===== src/rtl/muldiv_pkg.sv =====
// Shared definitions for the multiply/divide sequencer: op encodings,
// FSM state type, iteration count and the divide-by-zero LO value.
package muldiv_pkg;

    localparam logic [1:0] OP_MULT  = 2'b00;
    localparam logic [1:0] OP_MULTU = 2'b01;
    localparam logic [1:0] OP_DIV   = 2'b10;
    localparam logic [1:0] OP_DIVU  = 2'b11;

    localparam int ITER_COUNT = 32;

    localparam logic [31:0] DIV_ZERO_LO = 32'hFFFF_FFFF;

    typedef enum logic [2:0] {
        S_IDLE,
        S_PREP,
        S_ITER,
        S_FIX,
        S_DONE
    } state_e;

    // Signed ops are the even encodings (MULT, DIV).
    function automatic logic op_is_signed(input logic [1:0] op);
        return ~op[0];
    endfunction

    // Divide ops have the upper encoding bit set.
    function automatic logic op_is_div(input logic [1:0] op);
        return op[1];
    endfunction

endpackage


===== src/rtl/muldiv_addsub.sv =====
// 33-bit add/subtract unit shared by the shift-add multiply and the
// restoring-divide iterations (sub_mode=1 selects x - y).
module muldiv_addsub
    import muldiv_pkg::*;
#(
    parameter int W = 33
) (
    input  logic [W-1:0] x,
    input  logic [W-1:0] y,
    input  logic         sub_mode,
    output logic [W-1:0] result
);

    // Single adder; subtraction folds in as x + ~y + 1.
    always_comb begin
        result = x + (sub_mode ? ~y : y) + W'(sub_mode);
    end

endmodule


===== src/rtl/muldiv_seq.sv =====
// Multi-cycle MIPS multiply/divide sequencer owning the HI/LO registers.
// One iteration per clock over a single shared 33-bit add/subtract unit.
// Define MULDIV_DIV_EN to build the divide datapath; without it DIV/DIVU
// complete immediately with HI = LO = 0.
module muldiv_seq
    import muldiv_pkg::*;
#(
    parameter int WIDTH = 32
) (
    input  logic             clk,
    input  logic             reset,
    input  logic             start,
    input  logic             flush,
    input  logic [1:0]       op,
    input  logic [WIDTH-1:0] a,
    input  logic [WIDTH-1:0] b,
    output logic             busy,
    output logic             done,
    output logic             div_by_zero,
    output logic [WIDTH-1:0] hi,
    output logic [WIDTH-1:0] lo
);

    localparam int CW = $clog2(ITER_COUNT);
    localparam logic [CW-1:0] LAST_ITER = CW'(ITER_COUNT - 1);

    state_e state;
    state_e next_state;

    logic [1:0]         op_r;
    logic [WIDTH-1:0]   a_r;
    logic [WIDTH-1:0]   b_r;
    logic               sign_a;
    logic               sign_b;
    logic               dbz_r;
    logic [CW-1:0]      cnt;

    // acc_hi/acc_lo hold the partial product when multiplying and
    // remainder/quotient when dividing; mcand doubles as the divisor.
    logic [WIDTH:0]     acc_hi;
    logic [WIDTH-1:0]   acc_lo;
    logic [WIDTH-1:0]   mcand;

    logic               is_signed;
    logic               is_div;
    logic [WIDTH-1:0]   mag_a;
    logic [WIDTH-1:0]   mag_b;

    logic [WIDTH:0]     add_x;
    logic [WIDTH:0]     add_y;
    logic [WIDTH:0]     add_sum;
    logic               sub_mode;

    logic [2*WIDTH-1:0] product_raw;
    logic [2*WIDTH-1:0] product;
    logic [WIDTH-1:0]   fix_hi;
    logic [WIDTH-1:0]   fix_lo;

`ifdef MULDIV_DIV_EN
    logic [WIDTH:0]     div_shift;
`endif

    assign is_signed = op_is_signed(op_r);
    assign is_div    = op_is_div(op_r);
    assign mag_a     = (is_signed && a_r[WIDTH-1]) ? -a_r : a_r;
    assign mag_b     = (is_signed && b_r[WIDTH-1]) ? -b_r : b_r;

    assign busy        = (state != S_IDLE);
    assign done        = (state == S_DONE);
    assign div_by_zero = done && dbz_r;

    muldiv_addsub #(.W(WIDTH + 1)) u_addsub (
        .x        (add_x),
        .y        (add_y),
        .sub_mode (sub_mode),
        .result   (add_sum)
    );

    // Steer the shared adder: accumulate for multiply, trial-subtract
    // the divisor from the shifted remainder for divide.
    always_comb begin
        add_y = {1'b0, mcand};
`ifdef MULDIV_DIV_EN
        div_shift = {acc_hi[WIDTH-1:0], acc_lo[WIDTH-1]};
        sub_mode  = is_div;
        add_x     = is_div ? div_shift : acc_hi;
`else
        sub_mode  = 1'b0;
        add_x     = acc_hi;
`endif
    end

    // Apply result signs to the unsigned magnitudes before HI/LO write.
    always_comb begin
        product_raw = {acc_hi[WIDTH-1:0], acc_lo};
        product     = (sign_a ^ sign_b) ? -product_raw : product_raw;
        fix_hi      = product[2*WIDTH-1:WIDTH];
        fix_lo      = product[WIDTH-1:0];
`ifdef MULDIV_DIV_EN
        if (is_div) begin
            fix_lo = (sign_a ^ sign_b) ? -acc_lo : acc_lo;
            fix_hi = sign_a ? -acc_hi[WIDTH-1:0] : acc_hi[WIDTH-1:0];
        end
`endif
    end

    // State register.
    always_ff @(posedge clk) begin
        if (reset) begin
            state <= S_IDLE;
        end else begin
            state <= next_state;
        end
    end

    // Next-state logic; flush wins over everything, including start.
    always_comb begin
        next_state = state;
        if (flush) begin
            next_state = S_IDLE;
        end else begin
            case (state)
                S_IDLE: if (start) next_state = S_PREP;
                S_PREP: begin
                    if (is_div) begin
`ifdef MULDIV_DIV_EN
                        next_state = (b_r == '0) ? S_DONE : S_ITER;
`else
                        next_state = S_DONE;
`endif
                    end else begin
                        next_state = S_ITER;
                    end
                end
                S_ITER: if (cnt == LAST_ITER) next_state = S_FIX;
                S_FIX:  next_state = S_DONE;
                S_DONE: next_state = S_IDLE;
                default: next_state = S_IDLE;
            endcase
        end
    end

    // Operand capture, iteration datapath and HI/LO writes.
    always_ff @(posedge clk) begin
        if (reset) begin
            op_r   <= '0;
            a_r    <= '0;
            b_r    <= '0;
            sign_a <= 1'b0;
            sign_b <= 1'b0;
            dbz_r  <= 1'b0;
            cnt    <= '0;
            acc_hi <= '0;
            acc_lo <= '0;
            mcand  <= '0;
            hi     <= '0;
            lo     <= '0;
        end else begin
            case (state)
                S_IDLE: begin
                    if (start && !flush) begin
                        op_r <= op;
                        a_r  <= a;
                        b_r  <= b;
                    end
                end
                S_PREP: begin
                    cnt    <= '0;
                    acc_hi <= '0;
                    dbz_r  <= 1'b0;
                    sign_a <= is_signed && a_r[WIDTH-1];
                    sign_b <= is_signed && b_r[WIDTH-1];
                    mcand  <= is_div ? mag_b : mag_a;
                    acc_lo <= is_div ? mag_a : mag_b;
                    if (is_div && !flush) begin
`ifdef MULDIV_DIV_EN
                        if (b_r == '0) begin
                            hi    <= a_r;
                            lo    <= DIV_ZERO_LO[WIDTH-1:0];
                            dbz_r <= 1'b1;
                        end
`else
                        hi <= '0;
                        lo <= '0;
`endif
                    end
                end
                S_ITER: begin
                    cnt <= cnt + CW'(1);
`ifdef MULDIV_DIV_EN
                    if (is_div) begin
                        acc_hi <= add_sum[WIDTH] ? div_shift : add_sum;
                        acc_lo <= {acc_lo[WIDTH-2:0], ~add_sum[WIDTH]};
                    end else begin
                        {acc_hi, acc_lo} <= {(acc_lo[0] ? add_sum : acc_hi), acc_lo} >> 1;
                    end
`else
                    {acc_hi, acc_lo} <= {(acc_lo[0] ? add_sum : acc_hi), acc_lo} >> 1;
`endif
                end
                S_FIX: begin
                    if (!flush) begin
                        hi <= fix_hi;
                        lo <= fix_lo;
                    end
                end
                default: ;
            endcase
        end
    end

endmodule

===== config.mk =====
export PLATFORM = sky130hd
export DESIGN_NAME = muldiv_seq
export DESIGN_NICKNAME = d
export VERILOG_FILES = /design/src/rtl/muldiv_pkg.sv /design/src/rtl/muldiv_addsub.sv /design/src/rtl/muldiv_seq.sv
export SDC_FILE = /design/constraint.sdc
export NUM_CORES = 1
export LEC_CHECK = 0
export CAP_MARGIN = 20
export CORE_ASPECT_RATIO = 1.4
export CORE_MARGIN = 2
export CORE_UTILIZATION = 60
export DETAILED_ROUTE_END_ITERATION = 10
export PLACE_DENSITY_LB_ADDON = 0.1
export SYNTH_ARGS = -nofsm -noshare
export SYNTH_HDL_FRONTEND = slang
export SYNTH_SLANG_ARGS = --single-unit
export TNS_END_PERCENT = 30

===== constraint.sdc =====
create_clock -name clk -period 7.6 [get_ports clk]
set_clock_uncertainty 0.05 [all_clocks]
set_input_delay 1.52 -clock clk [delete_from_list [all_inputs] [get_ports clk]]
set_output_delay 1.52 -clock clk [all_outputs]
set_load 0.01 [all_outputs]

==> summary.txt, run 1 <==
================================================================================
Post-Syn Instances                                                          1716
Cell depth of the worst setup path                                             2
Flops & latches, synth                                                       236
Max-slew headroom                                                          0.286
Crit path to                                                                done
Overall overflow remaining after global route                                  0
Layout cell share with drive strength beyond 1                            0.0514
Static Leak                                                              5.59 nW
Max Fanout on Critical Path                                                    6
DRC violation count after routing                                              0
Post-CTS Setup Bufs                                                            0
Measured slew at the worst slew-check pin                                1.06 ns
Post-CTS resize count                                                          0
Post-Synthesis Mean Instance Area                                      7.80 um^2
Floorplan die height                                                      181 um
GRT Total Usage                                                            0.310
Register-to-Register Setup Slack                                         4.19 ns
Yosys warning count                                                            0
Number of top-level pins                                                     137
Cell-by-cell trace of the critical path                             nor3b_1, clkdlybuf4s50_1
Worst-case reg-to-reg path depth                                               7
CTS buffer count                                                              24
H-tree depth                                                                   1
Number of endpoints failing setup at the final stage                           0
Commonest non-fill, non-tap cell in the layout                           nand2_1
Detailed-routed wire length on met2                                      18.4 mm
Worst supply voltage drop on vdd                                        0.155 mV
Final std cells w/o fill                                                    2088
Post-Syn Nets                                                               1824
Result of the run                                                   complete, no violations
Terminus of the critical flop-to-flop path                                hi[21]
Routed length per instance                                               17.8 um
Cell class contributing the biggest share of worst-path delay       buffers and inverters
Port bufs                                                                    135
Number of maximum-capacitance constraint violations                            0
Via count of the first global-routing pass                                 11900
M1 WL                                                                    15.4 mm
Post-route clock period utilization                                        0.455
Final critical-path required period                                      3.46 ns
Most used DFF post-synth                                                 dfxtp_1
Met3 wire length                                                         2.19 mm
Power density relative to cell area                                  185 nW/um^2
Number of max-slew violations in the final report                              0
Maximum number of pins on one net before global-route repair                  83
Latest clock arrival within the worst-skew pair                          0.53 ns
Library cells used by synthesis                                               75
Post-detailed-routing wire length                                        37.2 mm
Share of flip-flops with an asynchronous set or reset                          0
Worst Path Arrival                                                       1.89 ns
Critical Path RT                                                         6.03 ns
Hold_buf cts                                                                   0
EDFF count, synth                                                              0
Total number of vias                                                       12800
Classification of the worst-slack hold path                         register to register
Routed vias/inst                                                            6.14
Worst setup EP type                                                  output port
Die Wd                                                                    130 um
Number of antenna violations at the first check in global routing              0
Reg-to-reg startpoint                                                  acc_lo[2]
Crit path from                                                          state[2]
Mapped cell area                                                      13400 um^2
Placed Instances                                                            2040
Post-route ant nets                                                            0
Kind of critical path                                               register to output port
Number of buffer and inverter stages on the critical path                      1
Area growth syn-to-layout                                                  17.2%
Final total power                                                        2.90 mW
First-pass DRT Iterations                                                      6
Area of the core region                                               21900 um^2
Clk sinks                                                                    236
Number of nets in the final layout                                          1881
Clock buffer depth                                                             3
Clock root buffer                                                      clkbuf_16
Global-route wire length before repair                                   59.9 mm
Fillcell total                                                              1805
Top Metal Used                                                              met4
Critical Path Max Stage Delay                                            0.59 ns
Initial Util                                                               0.612
Die Footprint                                                         23500 um^2
Site row count                                                                64
Maximum achievable frequency                                           0.289 GHz
Startpoint class of the critical path                                   register
GPL Wtd Cong                                                               0.989
Number of antenna diodes                                                       0
Sequential fraction of the synthesis area                                  0.353
Detailed placer's ending HPWL                                            27.8 mm
Setup TNS                                                                   0 ns
Slowest-stage cell, CP                                              clkdlybuf4s50_1
Final-report hold violation count                                              0
Most used cells in the layout excluding fill and tap cells          294 x nand2_1, 236 x dfxtp_1, 174 x a21oi_1, 134 x clkdlybuf4s50_1, 131 x nor2_1
Clock transition at the registers of the reported paths                  0.07 ns
CTS tree                                                                   built
Initial drt markers                                                          944
RSZ-0062 raised after global routing                                       false
================================================================================
cells in the mapped netlist (7+ instances only):
cell type,number,area share
nand2_1,294,0.082
dfxtp_1,236,0.35
a21oi_1,174,0.065
nor2_1,132,0.037
clkbuf_1,113,0.032
o21ai_0,98,0.037
xnor2_1,80,0.052
xor2_1,63,0.041
a22oi_1,61,0.034
ha_1,37,0.035
nor3_1,35,0.013
o211ai_1,26,0.015
a31oi_1,22,0.010
o31ai_1,22,0.012
o22ai_1,21,0.0098
inv_1,20,0.0056
mux2i_1,19,0.014
nand3_1,19,0.0071
nor4_1,18,0.0084
or3_1,18,0.0084
a21o_1,15,0.0084
nand3b_1,15,0.0084
o221ai_1,13,0.0085
or4_1,13,0.0073
a211oi_1,12,0.0067
nand2b_1,11,0.0051
nand4_1,10,0.0047
o41ai_1,7,0.0046
through the flow:
step                instance area (um^2)  utilization  worst slack (ns)  hold slack (ns)
floorplan                          13400            -              4.56            0.379
CTS                                15600        0.715              4.12            0.398
global placement                   14800        0.676              3.73            0.383
detailed placement                 14800        0.676              3.60            0.389
global route                       15700        0.717              4.02            0.421
finish                             15700        0.717              4.14            0.394
registers in the layout, summed over array words and instances, names as in the netlist, 3 cells and up:
| signal | flops |
|---|---|
| b_r | 32 |
| hi | 32 |
| acc_hi | 32 |
| lo | 32 |
| mcand | 32 |
| a_r | 32 |
| acc_lo | 32 |
| cnt | 5 |
| state | 3 |
layout make-up:
cell class / instances / area (um^2) / area share
Clock buffer: 28 / 667 / 0.0425
Clock inverter: 16 / 169 / 0.0108
Inverter: 21 / 78.8 / 0.00503
Multi-Input combinational cell: 1336 / 8150 / 0.520
Sequential cell: 236 / 4720 / 0.301
Tap cell: 297 / 372 / 0.0237
Timing Repair Buffer: 154 / 1510 / 0.0963
report_power, final:
| group | internal [mW] | total, mW | leakage, nW | switching (mW) |
|---|---|---|---|---|
| combinational | 0.135 | 0.361 | 3.26 | 0.226 |
| clock | 0.732 | 1.25 | 0.420 | 0.514 |
| sequential | 1.26 | 1.29 | 1.91 | 0.0331 |
layer usage:
| metal | global-route usage | vias up |
|---|---|---|
| met1 | 0.400 | 5996 |
| li1 | - | 6296 |
| met4 | 0.111 | 0 |
| met2 | 0.533 | 439 |
| met3 | 0.0315 | 82 |
| met5 | 0 | - |
worst min path at each step:
stage / startpoint / endpoint / slack, ns / depth (start not counted)
final: hi[31] / hi[31] / 0.39 / 2
after global routing: hi[6] / hi[6] / 0.42 / 2
after CTS: hi[31] / hi[31] / 0.40 / 2
after detailed placement: hi[31] / hi[31] / 0.39 / 2
after global placement: hi[14] / hi[14] / 0.38 / 2
after floorplan: mcand[27] / mcand[27] / 0.38 / 2
tightest hold or removal path, delay by kind of cell (launching register included):
family | cells | cell delay, ns
flops | 1 | 0.31
compound gates | 1 | 0.05
simple gates | 1 | 0.05
cell families (layout without fill, tap and decap cells):
kind of cell,Yosys count,count (layout),synth area share
compound gates,528,528,0.251
xor+xnor,143,143,0.0936
fa+ha+maj,38,38,0.0361
buf+inv,144,219,0.0411
flops,236,236,0.353
mux,25,25,0.0193
other cells,1,1,0.000280
simple gates,601,601,0.206
Note: power is estimated with default switching activity, not from simulation.
==> run 2, diff against run 1 <==
- CORE_UTILIZATION: 60 -> 52
- clock period: 7.6 -> 3.01 ns (I/O delays scaled with it)
==> run 2 against run 1 <==
  * Total power increased to 2.6 times the previous value
  * Register-to-register slack worse by 4.1 ns
  * Global-route usage down 1.8 points
  * First-iteration DRC count shrank 8.6%
  * Clock power increased to 2.6 times the previous value
  * Wire length increased by 9.4%
  * Flip-flop and latch count did not move
  * Count of clock-buffer cells in the layout up 7
  * Critical path depth grew 6
  * Sequential share of layout area is 0.95 points lower
  * Critical path type is now register to register
  * Largest cell class unchanged
  * Largest power group unchanged
  * Highest routed layer unchanged
==> summary.txt, run 2 (synthesis gave the netlist of run 1 again) <==
================================================================================
Result of the run                                                   complete, no violations
Latest clock arrival within the worst-skew pair                          0.53 ns
CTS buffer count                                                              25
Number of endpoints failing setup at the final stage                           0
Setup TNS                                                                   0 ns
Layout cell share with drive strength beyond 1                            0.0790
Final-report hold violation count                                              0
Capture endpoint of the worst hold path                                   hi[31]
Via count of the first global-routing pass                                 12100
Terminus of the critical flop-to-flop path                            acc_lo[28]
Area growth syn-to-layout                                                  21.0%
Final std cells w/o fill                                                    2167
Worst supply voltage drop on vdd                                        0.433 mV
Commonest non-fill, non-tap cell in the layout                           nand2_1
Clock buffer depth                                                             3
H-tree depth                                                                   1
RSZ-0062 raised after global routing                                        true
Fillcell total                                                              2345
Number of antenna diodes                                                       0
Placed Instances                                                            2125
Post-CTS Setup Bufs                                                            0
Max Fanout on Critical Path                                                    6
Slowest-stage cell, CP                                                     or4_1
Startpoint class of the critical path                                   register
Hold wc startpoint                                                        hi[31]
Floorplan die height                                                      194 um
Critical Path Max Stage Delay                                            0.64 ns
Classification of the worst-slack hold path                         register to register
Routed vias/inst                                                            5.93
GPL Wtd Cong                                                               0.956
Worst-case reg-to-reg path depth                                               8
Met2 usage                                                                 0.520
Area of the core region                                               25400 um^2
Number of top-level pins                                                     137
Number of maximum-capacitance constraint violations                            0
Worst setup EP type                                                     register
Cell-by-cell trace of the critical path                             or4_1, or3_4, or4_1, buf_4, o21ai_0, xnor2_1, mux2i_1, o22ai_1
Total number of vias                                                       12800
WHS Path Cells                                                                 2
Final critical-path required period                                      2.92 ns
Number of buffer and inverter stages on the critical path                      1
Initial Util                                                               0.527
Routed length per instance                                               18.8 um
Power density relative to cell area                                  463 nW/um^2
Global-route wire length before repair                                   65.2 mm
Post-detailed-routing wire length                                        40.6 mm
Die Footprint                                                         27000 um^2
Max-slew headroom                                                          0.418
Most used cells in the layout excluding fill and tap cells          294 x nand2_1, 235 x dfxtp_1, 174 x a21oi_1, 134 x clkdlybuf4s50_1, 131 x nor2_1
Kind of critical path                                               register to register
Clk sinks                                                                    236
Cell class contributing the biggest share of worst-path delay       simple AND/OR/NAND/NOR gates
Critical Path RT                                                         3.36 ns
Fraction of met3 tracks used by global routing                            0.0222
DRC violation count after routing                                              0
Worst Path Arrival                                                       3.27 ns
Crit-path most repeated cell                                               or4_1
Number of antenna violations at the first check in global routing              0
Overall overflow remaining after global route                                  0
Met1 Resource Use GR                                                       0.373
Clock transition at the registers of the reported paths                  0.06 ns
Clock root buffer                                                      clkbuf_16
Sequential cell area                                                   4730 um^2
Post-route ant nets                                                            0
Register-to-Register Setup Slack                                         0.09 ns
Hold_buf cts                                                                   0
Maximum number of pins on one net before global-route repair                  69
Initial drt markers                                                          863
Number of max-slew violations in the final report                              0
Maximum achievable frequency                                           0.342 GHz
Area of the multi-input gates                                          8150 um^2
Static Leak                                                              5.89 nW
Post-route clock period utilization                                        0.971
CTS tree                                                                   built
GRT Total Usage                                                            0.292
Most used routing layer                                                     met2
Measured slew at the worst slew-check pin                               0.865 ns
Number of nets in the final layout                                          1941
First-pass DRT Iterations                                                      5
Reg-to-reg startpoint                                                     b_r[7]
Detailed placer's ending HPWL                                            31.7 mm
Port bufs                                                                    135
Die Wd                                                                    140 um
Site row count                                                                69
================================================================================
-- run 2: cell types whose count changed in the layout (fill, tap and decap cells not counted), moves of 3 or more --
cell,delta
buf_12,+3
buf_4,+58
clkbuf_1,+4
clkbuf_8,+3
clkinv_2,-7
clkinv_4,-3
-- run 2: timing repair --
action,CTS,global route
hold endpoints to repair,0,0
gates resized for setup,0,2
setup endpoints to repair,0,10
-- run 2: area by class of cell --
class | instances | area share
multi-input cells | 1336 | 0.504
flip-flops and latches | 236 | 0.292
repair buffers | 213 | 0.122
clock buffers | 35 | 0.0447
well taps | 319 | 0.0247
clock inverters | 7 | 0.00765
inverters | 21 | 0.00487
-- run 2: where the power goes --
part	switching (mW)	internal (mW)	leakage [nW]
Combinational	0.619	0.405	3.57
Sequential	0.0763	3.19	1.91
Clock	1.28	1.92	0.413
Total	1.98	5.51	5.89
-- run 2: layer usage --
metal / part of all wire / vias to the layer above
met2: 0.50 / 323
li1: - / 6403
met3: 0.041 / 71
met1: 0.43 / 6051
met5: 0 / -
met4: 0.033 / 0
-- run 2: how the worst max path moves through the flow --
stage / startpoint / end / slack (ns) / cells past startpoint
6_report: b_r[7] / acc_lo[28] / 0.09 / 8
5_1_grt: b_r[7] / acc_lo[18] / -0.03 / 8
4_1_cts: b_r[7] / acc_lo[28] / 0.10 / 8
3_5_place_dp: b_r[7] / acc_lo[28] / 0.11 / 8
3_3_place_gp: b_r[7] / acc_lo[18] / 0.13 / 8
2_1_floorplan: acc_lo[21] / hi[31] / 0.25 / 8
-- run 2: worst min-delay path, stage by stage, from the launching register on --
cell	delay [ns]
dfxtp_1	0.31
nand2_1	0.05
o21ai_1	0.05
-- run 2: through the flow --
| stage | worst slack (ns) | utilization | hold slack [ns] | instance area, um^2 | power [mW] |
|---|---|---|---|---|---|
| after floorplan | 0.250 | - | 0.379 | 13400 | 3.94 |
| after global placement | 0.132 | 0.604 | 0.384 | 15300 | 4.33 |
| after detailed placement | 0.110 | 0.604 | 0.391 | 15300 | 4.35 |
| after CTS | 0.103 | 0.637 | 0.400 | 16200 | 7.53 |
| after global routing | -0.0308 | 0.638 | 0.418 | 16200 | 7.76 |
| final | 0.0859 | 0.638 | 0.395 | 16200 | 7.49 |
==> run 3, diff against run 2 <==
- SKIP_LAST_GASP: default -> 1
==> run 3 against run 2 <==
  * Sequential power hardly changed
  * Non-clock buffer count stayed put
  * Critical path depth stayed put
  * Critical path type unchanged
  * Largest power group unchanged
  * Highest routed layer unchanged
==> summary.txt, run 3 (synthesis gave the netlist of run 1 again) <==
================================================================================
Overall overflow remaining after global route                                  0
Routed vias/inst                                                            5.95
Clk sinks                                                                    236
Worst supply voltage drop on vdd                                        0.433 mV
Number of maximum-capacitance constraint violations                            0
Hold_buf cts                                                                   0
Global-route wire length before repair                                   65.2 mm
Routed length per instance                                               18.8 um
Post-route core utilization                                                0.638
Final std cells w/o fill                                                    2167
Number of top-level pins                                                     137
Classification of the worst-slack hold path                         register to register
Static Leak                                                              5.89 nW
Max-slew headroom                                                          0.394
Number of antenna violations at the first check in global routing              0
Power density relative to cell area                                  463 nW/um^2
Maximum achievable frequency                                           0.343 GHz
Measured slew at the worst slew-check pin                               0.901 ns
Post-CTS Setup Bufs                                                            0
Number of antenna diodes                                                       0
Final-report hold violation count                                              0
Initial Util                                                               0.527
Most used cells in the layout excluding fill and tap cells          294 x nand2_1, 235 x dfxtp_1, 174 x a21oi_1, 134 x clkdlybuf4s50_1, 131 x nor2_1
Worst Path Arrival                                                       3.27 ns
Critical Path RT                                                         3.36 ns
Die Footprint                                                         27000 um^2
GPL Wtd Cong                                                               0.956
Area of the core region                                               25400 um^2
Area growth syn-to-layout                                                  20.9%
Final critical-path required period                                      2.92 ns
CTS tree                                                                   built
Placed Instances                                                            2125
CTS buffer count                                                              25
Post-route clock period utilization                                        0.969
Result of the run                                                   complete, no violations
Pre-CTS setup slack                                                     0.110 ns
Minimum setup slack in the final design                                0.0926 ns
Initial drt markers                                                          885
Max Fanout on Critical Path                                                    6
Number of nets in the final layout                                          1941
Kind of critical path                                               register to register
Fillcell total                                                              2347
Final total power                                                        7.49 mW
Number of endpoints failing setup at the final stage                           0
Port bufs                                                                    135
Hold wc startpoint                                                        hi[31]
Die Wd                                                                    140 um
Reg-to-reg startpoint                                                     b_r[7]
Detailed placer's ending HPWL                                            31.7 mm
Post-CTS resize count                                                          0
Worst setup EP type                                                     register
Post-detailed-routing wire length                                        40.7 mm
Commonest non-fill, non-tap cell in the layout                           nand2_1
H-tree depth                                                                   1
Startpoint class of the critical path                                   register
Layout cell share with drive strength beyond 1                            0.0785
GRT Total Usage                                                            0.292
DRC violation count after routing                                              0
Post-route ant nets                                                            0
Clock transition at the registers of the reported paths                  0.06 ns
Via count of the first global-routing pass                                 12100
Site row count                                                                69
Total number of vias                                                       12900
Maximum number of pins on one net before global-route repair                  69
Latest clock arrival within the worst-skew pair                          0.53 ns
RSZ-0062 raised after global routing                                        true
Clock root buffer                                                      clkbuf_16
Number of max-slew violations in the final report                              0
First-pass DRT Iterations                                                      5
Clock buffer depth                                                             3
Floorplan die height                                                      194 um
Crit path from                                                            b_r[7]
================================================================================
[run 3: changes by cell type in the layout (fill, tap and decap cells not counted)]
| cell | previous run | this run |
|---|---|---|
| or4_1 | 12 | 13 |
| or4_4 | 1 | 0 |
[run 3: cell type report]
class,count,area (um^2),area share
Clock inverter,7,124,0.00765
Timing Repair Buffer,213,1980,0.122
Tap cell,319,399,0.0247
Sequential cell,236,4730,0.292
Clock buffer,35,723,0.0447
Inverter,21,78.8,0.00487
Multi-Input combinational cell,1336,8150,0.504
[run 3: metal layers]
metal	vias to the layer above	wire length, um	global-route usage
met5	-	0	0
met4	0	1340	0.0974
met3	67	1510	0.0222
met2	336	20300	0.520
met1	6080	17500	0.373
li1	6403	-	-
[run 3: final timing paths]
kind / endpoint / slack (ns) / cells after the start
worst max-delay path: acc_lo[28] / 0.09 / 8
worst min-delay path: hi[31] / 0.40 / 2
worst max register to register: acc_lo[28] / 0.09 / 8
worst min register to register: hi[31] / 0.40 / 2
[run 3: power breakdown]
group | internal, mW | switching [mW] | total, mW | leakage, nW
combinational | 0.403 | 0.619 | 1.02 | 3.57
sequential | 3.19 | 0.0761 | 3.26 | 1.91
clock | 1.92 | 1.28 | 3.20 | 0.413
total | 5.51 | 1.97 | 7.49 | 5.89
[run 3: per-stage QoR]
stage | hold slack (ns) | TNS (ns) | instance area, um^2
2_1_floorplan | 0.379 | 0 | 13400
3_3_place_gp | 0.384 | 0 | 15300
3_5_place_dp | 0.391 | 0 | 15300
4_1_cts | 0.400 | 0 | 16200
5_1_grt | 0.418 | -0.0991 | 16200
6_report | 0.395 | 0 | 16200
[run 3: critical path: stages (launching register included)]
cell and delay [ns]:
dfxtp_1 0.31, or4_1 0.57, or3_4 0.37, or4_1 0.64, buf_4 0.21, o21ai_0 0.23, xnor2_1 0.13, mux2i_1 0.18
o22ai_1 0.10
